File: src/rtl/xor_bram_sched_pkg.sv
// Shared types and helpers for the XOR BRAM port scheduler.
// The record widths below are fixed by these package constants; the
// scheduler's parameters default to the same values and must agree with them.
package xor_bram_sched_pkg;

  localparam int SCHED_WIDTH      = 32;
  localparam int SCHED_DEPTH      = 1024;
  localparam int SCHED_AW         = $clog2(SCHED_DEPTH);
  localparam int SCHED_PORTS      = 2;
  localparam int SCHED_NUM_REQ    = 4;
  localparam int SCHED_RD_LATENCY = 2;
  localparam int ID_W             = (SCHED_NUM_REQ > 1) ? $clog2(SCHED_NUM_REQ) : 1;

  // One in-flight read on a lane: who issued it.
  typedef struct packed {
    logic            valid;
    logic [ID_W-1:0] id;
  } lane_tag_t;

  // One write granted in the previous cycle; reads to this address must wait.
  typedef struct packed {
    logic                valid;
    logic [SCHED_AW-1:0] addr;
  } wr_rec_t;

  // Round-robin successor of the last granted requester.
  function automatic logic [ID_W-1:0] rr_next(input logic [ID_W-1:0] last_id,
                                               input int              num_req);
    if (int'(last_id) >= num_req - 1) begin
      return '0;
    end
    return last_id + ID_W'(1);
  endfunction

endpackage

File: src/rtl/rr_lane_allocator.sv
// Combinational round-robin lane allocator.
// Scans requesters starting at rr_ptr and hands out memory lanes in scan order,
// skipping writes that collide with a write already granted this cycle and reads
// that hit an address written in the previous cycle (the memory has not committed it yet).
module rr_lane_allocator
  import xor_bram_sched_pkg::*;
#(
  parameter int PORTS   = SCHED_PORTS,
  parameter int NUM_REQ = SCHED_NUM_REQ,
  parameter int AW      = SCHED_AW
) (
  input  logic [ID_W-1:0]               rr_ptr,
  input  logic [NUM_REQ-1:0]            req_valid,
  input  logic [NUM_REQ-1:0]            req_we,
  input  logic [NUM_REQ-1:0][AW-1:0]    req_addr,
  input  logic [PORTS-1:0]              last_wr_valid,
  input  logic [PORTS-1:0][AW-1:0]      last_wr_addr,
  output logic [NUM_REQ-1:0]            req_ready,
  output logic [PORTS-1:0][ID_W-1:0]    lane_sel,
  output logic [PORTS-1:0]              lane_used
);

  // Scan in round-robin order, filling lanes with hazard-free requests.
  always_comb begin
    logic [PORTS-1:0]         gw_valid;
    logic [PORTS-1:0][AW-1:0] gw_addr;
    int                       n_used;
    int                       scan;
    logic [ID_W-1:0]          idx;
    logic                     blocked;

    req_ready = '0;
    lane_sel  = '0;
    lane_used = '0;
    gw_valid  = '0;
    gw_addr   = '0;
    n_used    = 0;
    scan      = 0;
    idx       = '0;
    blocked   = 1'b0;

    for (int k = 0; k < NUM_REQ; k++) begin
      scan = int'(rr_ptr) + k;
      if (scan >= NUM_REQ) begin
        scan = scan - NUM_REQ;
      end
      idx     = ID_W'(scan);
      blocked = 1'b0;
      for (int p = 0; p < PORTS; p++) begin
        if (req_we[idx]) begin
          if (gw_valid[p] && (gw_addr[p] == req_addr[idx])) begin
            blocked = 1'b1;
          end
        end else if (last_wr_valid[p] && (last_wr_addr[p] == req_addr[idx])) begin
          blocked = 1'b1;
        end
      end
      if (req_valid[idx] && !blocked && (n_used < PORTS)) begin
        req_ready[idx] = 1'b1;
        for (int p = 0; p < PORTS; p++) begin
          if (p == n_used) begin
            lane_sel[p]  = idx;
            lane_used[p] = 1'b1;
            gw_valid[p]  = req_we[idx];
            gw_addr[p]   = req_addr[idx];
          end
        end
        n_used = n_used + 1;
      end
    end
  end

endmodule

File: src/rtl/xor_bram_port_scheduler.sv
// Shares one pipelined XOR BRAM among NUM_REQ requesters.
// Grants up to PORTS requests per cycle round-robin, drives one memory lane per
// grant, and routes read data back to the issuing requester after the fixed
// memory latency. Reads landing in the write-commit shadow are held off one cycle.
module xor_bram_port_scheduler
  import xor_bram_sched_pkg::*;
#(
  parameter  int WIDTH      = SCHED_WIDTH,
  parameter  int DEPTH      = SCHED_DEPTH,
  parameter  int PORTS      = SCHED_PORTS,
  parameter  int NUM_REQ    = SCHED_NUM_REQ,
  parameter  int RD_LATENCY = SCHED_RD_LATENCY,
  localparam int AW         = $clog2(DEPTH)
) (
  input  logic                            clk,
  input  logic                            rst_n,
  input  logic [NUM_REQ-1:0]              req_valid,
  input  logic [NUM_REQ-1:0]              req_we,
  input  logic [NUM_REQ-1:0][AW-1:0]      req_addr,
  input  logic [NUM_REQ-1:0][WIDTH-1:0]   req_wdata,
  output logic [NUM_REQ-1:0]              req_ready,
  output logic [NUM_REQ-1:0]              resp_valid,
  output logic [NUM_REQ-1:0][WIDTH-1:0]   resp_rdata,
  output logic [PORTS-1:0][AW-1:0]        mem_addr,
  output logic [PORTS-1:0][WIDTH-1:0]     mem_d,
  output logic [PORTS-1:0]                mem_en,
  input  logic [PORTS-1:0][WIDTH-1:0]     mem_q
);

  logic [ID_W-1:0]            rr_ptr;
  wr_rec_t                    last_wr  [PORTS];
  lane_tag_t                  tag_pipe [PORTS][RD_LATENCY];

  logic [PORTS-1:0]           last_wr_valid;
  logic [PORTS-1:0][AW-1:0]   last_wr_addr;
  logic [PORTS-1:0][ID_W-1:0] lane_sel;
  logic [PORTS-1:0]           lane_used;
  logic [PORTS-1:0]           lane_we;
  logic [ID_W-1:0]            last_grant;
  logic                       any_grant;

  rr_lane_allocator #(
    .PORTS   (PORTS),
    .NUM_REQ (NUM_REQ),
    .AW      (AW)
  ) u_alloc (
    .rr_ptr        (rr_ptr),
    .req_valid     (req_valid),
    .req_we        (req_we),
    .req_addr      (req_addr),
    .last_wr_valid (last_wr_valid),
    .last_wr_addr  (last_wr_addr),
    .req_ready     (req_ready),
    .lane_sel      (lane_sel),
    .lane_used     (lane_used)
  );

  // Flatten the last-write table for the allocator's hazard check.
  always_comb begin
    for (int p = 0; p < PORTS; p++) begin
      last_wr_valid[p] = last_wr[p].valid;
      last_wr_addr[p]  = last_wr[p].addr;
    end
  end

  // Lane muxes: granted lanes carry their requester, idle lanes drive zeros.
  always_comb begin
    mem_addr = '0;
    mem_d    = '0;
    lane_we  = '0;
    for (int p = 0; p < PORTS; p++) begin
      if (lane_used[p]) begin
        mem_addr[p] = req_addr[lane_sel[p]];
        lane_we[p]  = req_we[lane_sel[p]];
        if (req_we[lane_sel[p]]) begin
          mem_d[p] = req_wdata[lane_sel[p]];
        end
      end
    end
    mem_en = lane_we;
  end

  // The highest used lane holds the last requester in scan order.
  always_comb begin
    any_grant  = |lane_used;
    last_grant = '0;
    for (int p = 0; p < PORTS; p++) begin
      if (lane_used[p]) begin
        last_grant = lane_sel[p];
      end
    end
  end

  // Round-robin pointer advances past the last granted requester.
  always_ff @(posedge clk or negedge rst_n) begin
    if (!rst_n) begin
      rr_ptr <= '0;
    end else if (any_grant) begin
      rr_ptr <= rr_next(last_grant, NUM_REQ);
    end
  end

  // Remember this cycle's write addresses for next cycle's read hazard check.
  always_ff @(posedge clk or negedge rst_n) begin
    if (!rst_n) begin
      for (int p = 0; p < PORTS; p++) begin
        last_wr[p] <= '0;
      end
    end else begin
      for (int p = 0; p < PORTS; p++) begin
        last_wr[p].valid <= lane_we[p];
        last_wr[p].addr  <= mem_addr[p];
      end
    end
  end

  // Per-lane tag shift register aligned with the memory read latency.
  always_ff @(posedge clk or negedge rst_n) begin
    if (!rst_n) begin
      for (int p = 0; p < PORTS; p++) begin
        for (int s = 0; s < RD_LATENCY; s++) begin
          tag_pipe[p][s] <= '0;
        end
      end
    end else begin
      for (int p = 0; p < PORTS; p++) begin
        tag_pipe[p][0].valid <= lane_used[p] & ~lane_we[p];
        tag_pipe[p][0].id    <= lane_sel[p];
        for (int s = 1; s < RD_LATENCY; s++) begin
          tag_pipe[p][s] <= tag_pipe[p][s-1];
        end
      end
    end
  end

  // Register returning read data into the issuing requester's response slot.
  always_ff @(posedge clk or negedge rst_n) begin
    if (!rst_n) begin
      resp_valid <= '0;
      resp_rdata <= '0;
    end else begin
      resp_valid <= '0;
      for (int p = 0; p < PORTS; p++) begin
        if (tag_pipe[p][RD_LATENCY-1].valid) begin
          resp_valid[tag_pipe[p][RD_LATENCY-1].id] <= 1'b1;
          resp_rdata[tag_pipe[p][RD_LATENCY-1].id] <= mem_q[p];
        end
      end
    end
  end

endmodule

File: config.mk
export PLATFORM = sky130hd
export DESIGN_NAME = xor_bram_port_scheduler
export DESIGN_NICKNAME = d
export VERILOG_FILES = /design/src/rtl/xor_bram_sched_pkg.sv /design/src/rtl/rr_lane_allocator.sv /design/src/rtl/xor_bram_port_scheduler.sv
export SDC_FILE = /design/constraint.sdc
export NUM_CORES = 1
export LEC_CHECK = 0
export CAP_MARGIN = 20
export CELL_PAD_IN_SITES_DETAIL_PLACEMENT = 0
export CELL_PAD_IN_SITES_GLOBAL_PLACEMENT = 1
export CORE_ASPECT_RATIO = 0.8
export CORE_MARGIN = 10
export CORE_UTILIZATION = 38
export DETAILED_ROUTE_END_ITERATION = 8
export PLACE_DENSITY_LB_ADDON = 0.1
export SYNTH_ARGS = -nofsm -noshare
export SYNTH_HDL_FRONTEND = slang
export SYNTH_HIERARCHICAL = 1
export SYNTH_SLANG_ARGS = --single-unit
File: constraint.sdc
create_clock -name clk -period 22.7 [get_ports clk]
set_clock_uncertainty 0.15 [all_clocks]
set_input_delay 2.27 -clock clk [delete_from_list [all_inputs] [get_ports clk]]
set_output_delay 2.27 -clock clk [all_outputs]
set_load 0.05 [all_outputs]
==> impl_summary.txt, run 1 <==
----------------------------------------------------
[Logic synthesis]
  Primary flip-flop cell chosen by synthesis mapping ... sky130_fd_sc_hd__dfrtp_1
  Mean instance size in the synthesized netlist ... 9.283 um2
  Number of synthesized register bits ... 168
  Share of synthesized area occupied by flip-flops and latches ... 29.48%
  Post-synth net total ... 1,788
  Ys Warns ... 6
  Post-synth top area share ... 29.48%
  Count of different cell masters after synthesis ... 70
  Number of enable flip-flop cells after synthesis ... 0
  Share of flip-flops with an asynchronous set or reset ... 100.0%
  Syn Inst Count ... 1,536
  Largest area contributor in the synthesized netlist ... sky130_fd_sc_hd__dfrtp_1
  Area of the mapped netlist ... 0.01426 mm2
  Biggest area contributors in the synthesized netlist ... sky130_fd_sc_hd__dfrtp_1 (29%), sky130_fd_sc_hd__mux4_2 (20%), sky130_fd_sc_hd__nand2_1 (8.0%), sky130_fd_sc_hd__a31oi_1 (5.8%), sky130_fd_sc_hd__xnor2_1 (5.0%)

[Worst setup path]
  Crit path kind ... in -> out
  Critical path arrival ... 10.67 ns
  Critical Path Source Type ... primary input
  Crit path largest cell delay ... 0.98 ns
  Crit. End Element ... primary output
  Crit Path Max Fanout ... 46
  Top delay family on crit path ... compound AO/OA/AOI/OAI gates
  Reg2reg setup slack ... 13.61 ns
  Count of buffer and inverter cells on the critical path ... 5
  CP max-delay cell ... sky130_fd_sc_hd__clkdlybuf4s50_1
  Required time of the worst setup path ... 20.28 ns
  Crit path top cell by count ... sky130_fd_sc_hd__mux2i_1
  R2R Path End ... last_wr[10]
  RR Startpoint ... rr_ptr[1]
  Worst r2r path cells ... 25

[Route]
  Number of antenna-violating nets in the routed design ... 0
  1st-pass router iterations ... 9
  DRC violations left ... 0
  Ratio of routed vias to standard cells ... 5.969
  Routed WL per cell ... 29.91 um
  Via total after detailed routing ... 14.42k
  Final wirelength ... 72,230 um
  DR iter-0 viols ... 1,613

[Clocking]
  CTS HTree Levels ... 4
  Clock tree from TritonCTS ... built
  Setup repair bufs after CTS ... 0
  Longest Clk Path Bufs ... 2
  Clock-pin slew on the worst setup and hold paths ... 0.07 ns
  Post_cts resized ... 0
  Num CTS Buffers ... 17
  Number of hold buffers added after CTS ... 0
  Buffer type at the clock tree root ... sky130_fd_sc_hd__clkbuf_16
  Count of clock tree sinks ... 168
  Clock Latency Late Sink ... 0.45 ns

[Final layout]
  Area of the multi-input gates ... 0.009280 mm2
  Area growth, synth to finish ... 37.79%
  Fillers ... 3,427
  FF+latch area ... 0.004209 mm2
  Fraction of final layout cells sized beyond drive strength 1 ... 11.41%
  Total Nets Final ... 2,150

[Worst hold path]
  Worst Hold Path Cells ... 0
  Critical hold path startpoint ... tag_pipe[3]
  Worst hold endpoint ... tag_pipe[0]
  Classification of the worst-slack hold path ... reg -> reg

[Timing]
  TNS Setup ... 0 ns
  Top achievable clock speed ... 76.42 MHz
  Time the worst path needs with I/O delays and setup ... 13.09 ns
  Final max-slew violation count ... 0
  RSZ-0062 raised after global routing ... false
  Actual transition at the worst max-transition pin ... 0.9988 ns
  Number of setup violations in the final report ... 0
  Normalized max-slew margin ... 33.41%
  Count of endpoints failing hold in the final timing report ... 0
  Final period util ... 57.64%

[Placed design]
  Weighted congestion at the end of routability-driven global placement ... 1.027
  Post-detailed-placement half-perimeter wirelength ... 54,810 um
  Number of port buffers ... 463

[Floorplan]
  Core Region ... 0.03705 mm2
  Core Rows ... 63
  Floorplan die width ... 236.6 um
  Die span in y ... 193.3 um
  Top Ports ... 464
  Die footprint ... 0.04572 mm2
  Starting density of the core ... 38.49%

[Global route]
  Overall routing resource usage ... 30.44%
  Global-route wire length before repair ... 103,200 um
  Antenna violations before repair ... 19
  Global-route congestion overflow total ... 0
  Largest net degree at the start of global routing ... 73
  Via count of the first global-routing pass ... 14.03k

[Outcome]
  Outcome ... finished clean

[Flow run]
  Maximum capacitance violations ... 0

----------------------------------------------------
## metal layers
layer / vias up / wire length (um) / track usage, %
met3: 98 / 9163 / 13.10
met4: 4 / 1985 / 11.49
met5: - / 27 / 0
met1: 7162 / 28390 / 38.16
met2: 856 / 32660 / 45.58
li1: 6296 / - / -
## cells by family (layout without fill, tap and decap cells)
family	count (synthesis)	after routing	synth area share, %
flip-flops	168	168	29.48
multiplexers	182	182	24.40
XOR/XNOR	109	109	6.695
AO/OA/AOI/OAI	244	244	11.51
AND/OR/NAND/NOR	660	660	21.07
other	0	17	0
adder cells (fa/ha/maj)	10	10	0.9302
buffers and inverters	163	538	5.905
## final cells by class
class	instances	share of cell area [%]
diodes	17	0.2165
clock buffers	18	2.235
clock inverters	14	0.9361
inverters	20	0.3821
multi-input cells	1205	47.23
flip-flops and latches	168	21.42
well taps	487	3.101
repair buffers	486	24.47
## worst reg2reg max path, stage by stage (launching register included)
cell	delay (ns)
sky130_fd_sc_hd__dfrtp_2	0.34
sky130_fd_sc_hd__buf_4	0.55
sky130_fd_sc_hd__inv_1	0.15
sky130_fd_sc_hd__ha_2	0.35
sky130_fd_sc_hd__buf_4	0.59
sky130_fd_sc_hd__mux4_2	0.79
sky130_fd_sc_hd__xnor2_1	0.22
sky130_fd_sc_hd__nand4_1	0.15
sky130_fd_sc_hd__o31ai_1	0.09
sky130_fd_sc_hd__a41oi_1	0.17
sky130_fd_sc_hd__buf_4	0.25
sky130_fd_sc_hd__o211ai_1	0.17
sky130_fd_sc_hd__a21oi_1	0.64
sky130_fd_sc_hd__nand2_1	0.22
sky130_fd_sc_hd__a211oi_2	0.77
sky130_fd_sc_hd__nor3_1	0.14
sky130_fd_sc_hd__o21a_1	0.22
sky130_fd_sc_hd__or4b_4	0.52
sky130_fd_sc_hd__nor4_4	0.39
sky130_fd_sc_hd__nor2_1	0.16
sky130_fd_sc_hd__mux2i_4	0.33
sky130_fd_sc_hd__buf_4	0.60
sky130_fd_sc_hd__mux2i_1	0.34
sky130_fd_sc_hd__o22a_1	0.19
sky130_fd_sc_hd__buf_4	0.34
sky130_fd_sc_hd__inv_1	0.15
## placed cells by master (no fill, tap or decap), types with 5 or more instances in the layout
cell type                         count
sky130_fd_sc_hd__ha_1                 8
sky130_fd_sc_hd__dfrtp_1            166
sky130_fd_sc_hd__nor3_1              19
sky130_fd_sc_hd__a221o_1              5
sky130_fd_sc_hd__clkbuf_16           17
sky130_fd_sc_hd__nand2_1            304
sky130_fd_sc_hd__inv_1               18
sky130_fd_sc_hd__nand3_1             17
sky130_fd_sc_hd__buf_4               23
sky130_fd_sc_hd__nor4_1               7
sky130_fd_sc_hd__o21ai_0             13
sky130_fd_sc_hd__o211ai_1             6
sky130_fd_sc_hd__o22ai_1             13
sky130_fd_sc_hd__nand4_1             22
sky130_fd_sc_hd__or4_1                6
sky130_fd_sc_hd__inv_6                5
sky130_fd_sc_hd__a31oi_1            133
sky130_fd_sc_hd__nor2b_1             71
sky130_fd_sc_hd__clkdlybuf4s50_1    462
sky130_fd_sc_hd__nand3b_1             7
sky130_fd_sc_hd__and3_1               7
sky130_fd_sc_hd__diode_2             17
sky130_fd_sc_hd__mux2_2              13
sky130_fd_sc_hd__mux2i_1             37
sky130_fd_sc_hd__a21oi_1             17
sky130_fd_sc_hd__a22oi_1              6
sky130_fd_sc_hd__mux4_2             126
sky130_fd_sc_hd__xnor2_1             81
sky130_fd_sc_hd__nor2_1             150
sky130_fd_sc_hd__xor2_1              28
sky130_fd_sc_hd__nand2b_1             6
sky130_fd_sc_hd__and2_1              29
sky130_fd_sc_hd__a211oi_1             5
sky130_fd_sc_hd__a22o_1               5
## through the flow
step | util [%] | instances | area, um2 | hold WS, ns | setup slack [ns]
2_1_floorplan | - | 1536 | 14260 | 0.1812 | 12.36
3_3_place_gp | 51.24 | 2366 | 18980 | 0.1823 | 9.914
3_5_place_dp | 51.24 | 2366 | 18980 | 0.1847 | 9.773
4_1_cts | 52.92 | 2398 | 19610 | 0.2006 | 9.740
5_1_grt | 53.03 | 2414 | 19650 | 0.2020 | 9.130
6_report | 53.03 | 2415 | 19650 | 0.1990 | 9.615
## sequential cells by signal, summed over array words and instances (netlist names)
| signal | cells |
|---|---|
| last_wr | 22 |
| resp_rdata | 128 |
| tag_pipe | 12 |
| rr_ptr | 2 |
| resp_valid | 4 |
## Yosys cell counts (5+ instances only)
| master | instances |
|---|---|
| sky130_fd_sc_hd__or4_1 | 6 |
| sky130_fd_sc_hd__a22oi_1 | 6 |
| sky130_fd_sc_hd__nand4_1 | 22 |
| sky130_fd_sc_hd__buf_2 | 63 |
| sky130_fd_sc_hd__xor2_1 | 28 |
| sky130_fd_sc_hd__mux2i_1 | 39 |
| sky130_fd_sc_hd__buf_1 | 17 |
| sky130_fd_sc_hd__clkbuf_1 | 43 |
| sky130_fd_sc_hd__a22o_1 | 5 |
| sky130_fd_sc_hd__ha_1 | 9 |
| sky130_fd_sc_hd__nand2b_1 | 6 |
| sky130_fd_sc_hd__nor3_1 | 19 |
| sky130_fd_sc_hd__a21oi_1 | 17 |
| sky130_fd_sc_hd__dfrtp_1 | 168 |
| sky130_fd_sc_hd__and2_1 | 29 |
| sky130_fd_sc_hd__o22ai_1 | 13 |
| sky130_fd_sc_hd__a221o_1 | 5 |
| sky130_fd_sc_hd__and3_1 | 8 |
| sky130_fd_sc_hd__nor2b_1 | 71 |
| sky130_fd_sc_hd__nand3_1 | 18 |
| sky130_fd_sc_hd__a211oi_1 | 5 |
| sky130_fd_sc_hd__nor2_1 | 150 |
| sky130_fd_sc_hd__xnor2_1 | 81 |
| sky130_fd_sc_hd__o21ai_0 | 13 |
| sky130_fd_sc_hd__nand2_1 | 305 |
| sky130_fd_sc_hd__nand3b_1 | 7 |
| sky130_fd_sc_hd__o211ai_1 | 6 |
| sky130_fd_sc_hd__inv_1 | 18 |
| sky130_fd_sc_hd__buf_6 | 15 |
| sky130_fd_sc_hd__nor4_1 | 7 |
| sky130_fd_sc_hd__mux2_2 | 13 |
| sky130_fd_sc_hd__mux4_2 | 126 |
| sky130_fd_sc_hd__a31oi_1 | 133 |
## worst max path at each step
stage	from	to	slack [ns]	cells after the start
after floorplan	req_addr[37]	mem_d[10]	12.36	25
after global placement	req_addr[37]	mem_d[3]	9.91	26
after detailed placement	req_addr[27]	mem_d[3]	9.77	26
after CTS	req_addr[27]	mem_d[5]	9.74	26
after global routing	req_addr[27]	mem_d[5]	9.13	26
final	req_addr[22]	mem_d[3]	9.61	26
Power of run 1 is left out: the tool's default activity adds up to more than one toggle a clock period on the data nets, which glitch-free logic cannot reach.
==> run 2: changes to the inputs <==
Settings changed: CORE_UTILIZATION 38 to 35.
Clock period 22.7 ns to 13.6 ns, I/O delays scaled along.
==> impl_summary.txt, run 2 (synthesis results as in run 1) <==
----------------------------------------------------
[Outcome]
  Outcome ... finished clean

[Timing]
  Final worst-path setup slack ... 1.776 ns
  Final max-slew violation count ... 0
  Count of endpoints failing hold in the final timing report ... 0
  Top achievable clock speed ... 84.57 MHz
  Final period util ... 86.94%
  Normalized max-slew margin ... 31.01%
  TNS Setup ... 0 ns
  Time the worst path needs with I/O delays and setup ... 11.82 ns
  Number of setup violations in the final report ... 0
  RSZ-0062 raised after global routing ... false
  Actual transition at the worst max-transition pin ... 1.035 ns

[Worst setup path]
  Required time of the worst setup path ... 12.09 ns
  Critical path arrival ... 10.31 ns
  Critical Path Source Type ... flip-flop
  Crit Path Max Fanout ... 38
  Reg2reg setup slack ... 4.34 ns
  R2R Path End ... last_wr[17]
  Worst r2r path cells ... 23
  RR Startpoint ... rr_ptr[0]
  Crit. End Element ... primary output
  Crit path kind ... reg -> out

[Clocking]
  Number of hold buffers added after CTS ... 0
  Count of clock tree sinks ... 168
  Clock Latency Late Sink ... 0.46 ns
  Buffer type at the clock tree root ... sky130_fd_sc_hd__clkbuf_16
  Post_cts resized ... 0
  CTS HTree Levels ... 4
  Setup repair bufs after CTS ... 0
  Clock tree from TritonCTS ... built
  Clock-pin slew on the worst setup and hold paths ... 0.08 ns
  Longest Clk Path Bufs ... 2
  Num CTS Buffers ... 17

[Final layout]
  Total Nets Final ... 2,151
  Max reg flops ... 128
  Biggest regs ... resp_rdata x128, last_wr x22, tag_pipe x12
  Most frequent cells in the layout ... sky130_fd_sc_hd__clkdlybuf4s50_1 (462), sky130_fd_sc_hd__nand2_1 (304), sky130_fd_sc_hd__dfrtp_1 (166)
  Top reg by flops ... resp_rdata
  Area growth, synth to finish ... 38.04%
  Fillers ... 3,836
  Post-route cell area ... 0.01968 mm2
  Most common library cell in the layout ignoring fill and taps ... sky130_fd_sc_hd__clkdlybuf4s50_1
  Fraction of final layout cells sized beyond drive strength 1 ... 11.45%

[Placed design]
  Worst Setup Slack post-DPL ... 2.498 ns
  Total placed instance area ... 0.01907 mm2
  Post-detailed-placement half-perimeter wirelength ... 56,340 um
  Weighted congestion at the end of routability-driven global placement ... 0.9694
  Number of port buffers ... 463

[Global route]
  GRT met3 Usage ... 10.73%
  Busiest metal layer after global routing ... met2
  Global-route wire length before repair ... 107,400 um
  Global routing usage on met1 ... 37.26%
  Via count of the first global-routing pass ... 14.32k
  Largest net degree at the start of global routing ... 74
  Global-route congestion overflow total ... 0
  Overall routing resource usage ... 29.55%
  Antenna violations before repair ... 16
  Met2 Track Usage GR ... 45.45%

[Route]
  Via total after detailed routing ... 14.55k
  Ratio of routed vias to standard cells ... 5.886
  Routed WL per cell ... 30.27 um
  1st-pass router iterations ... 8
  DR iter-0 viols ... 1,549
  DRC violations left ... 0
  Number of antenna-violating nets in the routed design ... 0
  Final wirelength ... 74,830 um

[Floorplan]
  Core Region ... 0.04046 mm2
  Die span in y ... 200.5 um
  Die footprint ... 0.04926 mm2
  Core Rows ... 66
  Starting density of the core ... 35.24%
  Floorplan die width ... 245.7 um
  Top Ports ... 464

[Worst hold path]
  Worst Hold Path Cells ... 0
  Worst hold endpoint ... tag_pipe[8]
  Critical hold path startpoint ... tag_pipe[11]
  Classification of the worst-slack hold path ... reg -> reg

[Flow run]
  Maximum capacitance violations ... 0

----------------------------------------------------
-- run 2: final cells by class --
cell class / instances / area, um2 / share of cell area (%)
multi-input combinational: 1205 / 9280 / 47.15
inverter: 20 / 75.07 / 0.3814
sequential: 168 / 4209 / 21.38
clock buffer: 20 / 466.7 / 2.371
antenna: 16 / 40.04 / 0.2034
tap: 544 / 680.7 / 3.458
clock inverter: 12 / 102.6 / 0.5213
timing repair buffer: 487 / 4828 / 24.53
-- run 2: worst max-delay path: stages, from the launching register on --
cell and delay, ns:
sky130_fd_sc_hd__dfrtp_4 0.59, sky130_fd_sc_hd__inv_2 0.42, sky130_fd_sc_hd__ha_2 0.70, sky130_fd_sc_hd__buf_4 0.50, sky130_fd_sc_hd__mux4_2 0.74, sky130_fd_sc_hd__xnor2_1 0.19
sky130_fd_sc_hd__nand4_1 0.15, sky130_fd_sc_hd__o31ai_1 0.08, sky130_fd_sc_hd__a41oi_1 0.18, sky130_fd_sc_hd__buf_4 0.25, sky130_fd_sc_hd__o211ai_1 0.20, sky130_fd_sc_hd__a21oi_1 0.67
sky130_fd_sc_hd__nand2_1 0.19, sky130_fd_sc_hd__a211o_1 0.41, sky130_fd_sc_hd__and2_1 0.28, sky130_fd_sc_hd__fa_1 0.38, sky130_fd_sc_hd__nor2b_1 0.12, sky130_fd_sc_hd__o21ai_0 0.11
sky130_fd_sc_hd__a21o_1 0.21, sky130_fd_sc_hd__nor3_1 0.63, sky130_fd_sc_hd__mux2i_4 0.66, sky130_fd_sc_hd__buf_4 0.59, sky130_fd_sc_hd__mux4_2 0.32, sky130_fd_sc_hd__nor2b_1 0.27
sky130_fd_sc_hd__clkdlybuf4s50_1 0.91
-- run 2: worst max-delay path by stage --
stage | start | endpoint | slack [ns] | depth (start not counted)
CTS | rr_ptr[0] | mem_d[5] | 1.96 | 23
detailed placement | rr_ptr[0] | mem_d[5] | 2.50 | 24
global route | rr_ptr[0] | mem_d[5] | 1.40 | 23
finish | rr_ptr[0] | mem_d[5] | 1.78 | 24
floorplan | rr_ptr[0] | mem_d[10] | 4.80 | 31
global placement | rr_ptr[0] | mem_d[5] | 2.38 | 23
-- run 2: stage by stage --
step	util, %	instances	hold slack (ns)
floorplan	-	1536	0.1812
global placement	47.14	2424	0.1840
detailed placement	47.14	2424	0.1847
CTS	48.54	2456	0.2019
global route	48.64	2471	0.2030
finish	48.64	2472	0.1981
-- run 2: metal layers --
layer,wire length (um),vias up
li1,-,6291
met1,29640,7345
met2,34410,810
met3,8374,105
met4,2400,0
met5,0,-
Power of run 2 is left out for the same reason.
==> run 3: changes to the inputs <==
Settings changed: GPL_TIMING_DRIVEN from default to 0.
==> impl_summary.txt, run 3 (synthesis results as in run 1) <==
----------------------------------------------------
[Worst setup path]
  Critical Path Source Type ... flip-flop
  CP max-delay cell ... sky130_fd_sc_hd__clkdlybuf4s50_1
  Crit. End Element ... primary output
  Crit path top cell by count ... sky130_fd_sc_hd__buf_2
  Crit path largest cell delay ... 0.92 ns
  Required time of the worst setup path ... 12.09 ns
  Crit Path Max Fanout ... 12
  Critical path arrival ... 10.51 ns
  Crit path kind ... reg -> out
  Worst r2r path cells ... 32

[Global route]
  Largest net degree at the start of global routing ... 112
  Global-route congestion overflow total ... 0
  Global routing usage on met1 ... 39.87%
  Met2 Track Usage GR ... 45.89%
  Via count of the first global-routing pass ... 15.03k
  Global-route wire length before repair ... 110,600 um
  Busiest metal layer after global routing ... met2
  GRT met3 Usage ... 10.64%
  Overall routing resource usage ... 30.53%
  Antenna violations before repair ... 25

[Timing]
  Top achievable clock speed ... 83.21 MHz
  TNS Setup ... 0 ns
  Final max-slew violation count ... 0
  Normalized max-slew margin ... 17.58%
  RSZ-0062 raised after global routing ... false
  Final period util ... 88.37%
  Time the worst path needs with I/O delays and setup ... 12.02 ns
  Count of endpoints failing hold in the final timing report ... 0
  Number of setup violations in the final report ... 0
  Actual transition at the worst max-transition pin ... 1.223 ns

[Final layout]
  Top reg by flops ... resp_rdata
  Max reg flops ... 128
  Most frequent cells in the layout ... sky130_fd_sc_hd__clkdlybuf4s50_1 (462), sky130_fd_sc_hd__nand2_1 (305), sky130_fd_sc_hd__dfrtp_1 (168)
  Fraction of final layout cells sized beyond drive strength 1 ... 13.04%
  Total Nets Final ... 2,271
  Most common library cell in the layout ignoring fill and taps ... sky130_fd_sc_hd__clkdlybuf4s50_1
  Area growth, synth to finish ... 42.18%
  Biggest regs ... resp_rdata x128, last_wr x22, tag_pipe x12

[Floorplan]
  Top Ports ... 464
  Die footprint ... 0.04926 mm2
  Die span in y ... 200.5 um
  Core Rows ... 66
  Core Region ... 0.04046 mm2
  Floorplan die width ... 245.7 um
  Starting density of the core ... 35.24%

[Route]
  DR iter-0 viols ... 1,761
  DRC violations left ... 0
  Number of antenna-violating nets in the routed design ... 0
  Via total after detailed routing ... 15.33k
  Routed WL per cell ... 29.84 um
  1st-pass router iterations ... 5
  Ratio of routed vias to standard cells ... 5.909
  Final wirelength ... 77,450 um

[Clocking]
  Clock tree from TritonCTS ... built
  Count of clock tree sinks ... 168
  Post_cts resized ... 0
  CTS HTree Levels ... 4
  Clock-pin slew on the worst setup and hold paths ... 0.08 ns
  Longest Clk Path Bufs ... 2
  Clock Latency Late Sink ... 0.46 ns
  Setup repair bufs after CTS ... 0
  Number of hold buffers added after CTS ... 0
  Buffer type at the clock tree root ... sky130_fd_sc_hd__clkbuf_16
  Num CTS Buffers ... 17

[Placed design]
  Weighted congestion at the end of routability-driven global placement ... 1.016
  Number of port buffers ... 463
  Post-detailed-placement half-perimeter wirelength ... 61,900 um

[Worst hold path]
  Worst Hold Path Cells ... 0
  Classification of the worst-slack hold path ... reg -> reg

[Outcome]
  Outcome ... finished clean

[Flow run]
  Maximum capacitance violations ... 0

----------------------------------------------------
## run 3: area by class of cell
cell class,instances,area (um2)
antenna,19,47.55
buffer,143,767.0
clock buffer,20,456.7
clock inverter,12,162.7
fill,3827,20190
inverter,20,75.07
multi-input combinational,1205,9213
sequential,168,4204
tap,544,680.7
timing repair buffer,464,4667
## run 3: path summary, 6_finish.rpt
kind,slack (ns),from,endpoint
max in group asynchronous,11.61,rst_n,resp_valid[1]
max,1.58,rr_ptr[0],mem_d[7]
max reg2reg,4.23,rr_ptr[0],last_wr[13]
min,0.20,tag_pipe[3],tag_pipe[0]
min reg2reg,0.20,tag_pipe[3],tag_pipe[0]
min in group asynchronous,0.70,rst_n,last_wr[2]
## run 3: routing by layer
layer,up-vias,routed length [um]
met5,-,13
li1,6553,-
met4,2,1975
met2,966,34880
met3,84,9084
met1,7728,31490
## run 3: critical path, delay by kind of cell (launching register included)
family,cells,cell delay (ns)
flops,1,0.44
simple gates,8,1.68
xor+xnor,1,0.20
buf+inv,14,4.11
mux,1,0.70
fa+ha+maj,2,0.68
compound gates,8,2.18
## run 3: metrics by stage
step	hold WS [ns]	util [%]	instance area, um2	cells	setup WS (ns)
2_1_floorplan	0.1812	-	14260	1536	4.798
3_3_place_gp	0.1837	48.37	19570	2543	1.954
3_5_place_dp	0.1893	48.45	19610	2544	2.048
4_1_cts	0.2028	49.98	20230	2576	1.746
5_1_grt	0.2066	50.09	20270	2593	1.099
6_report	0.1979	50.10	20270	2595	1.582
Power of run 3 is left out for the same reason.
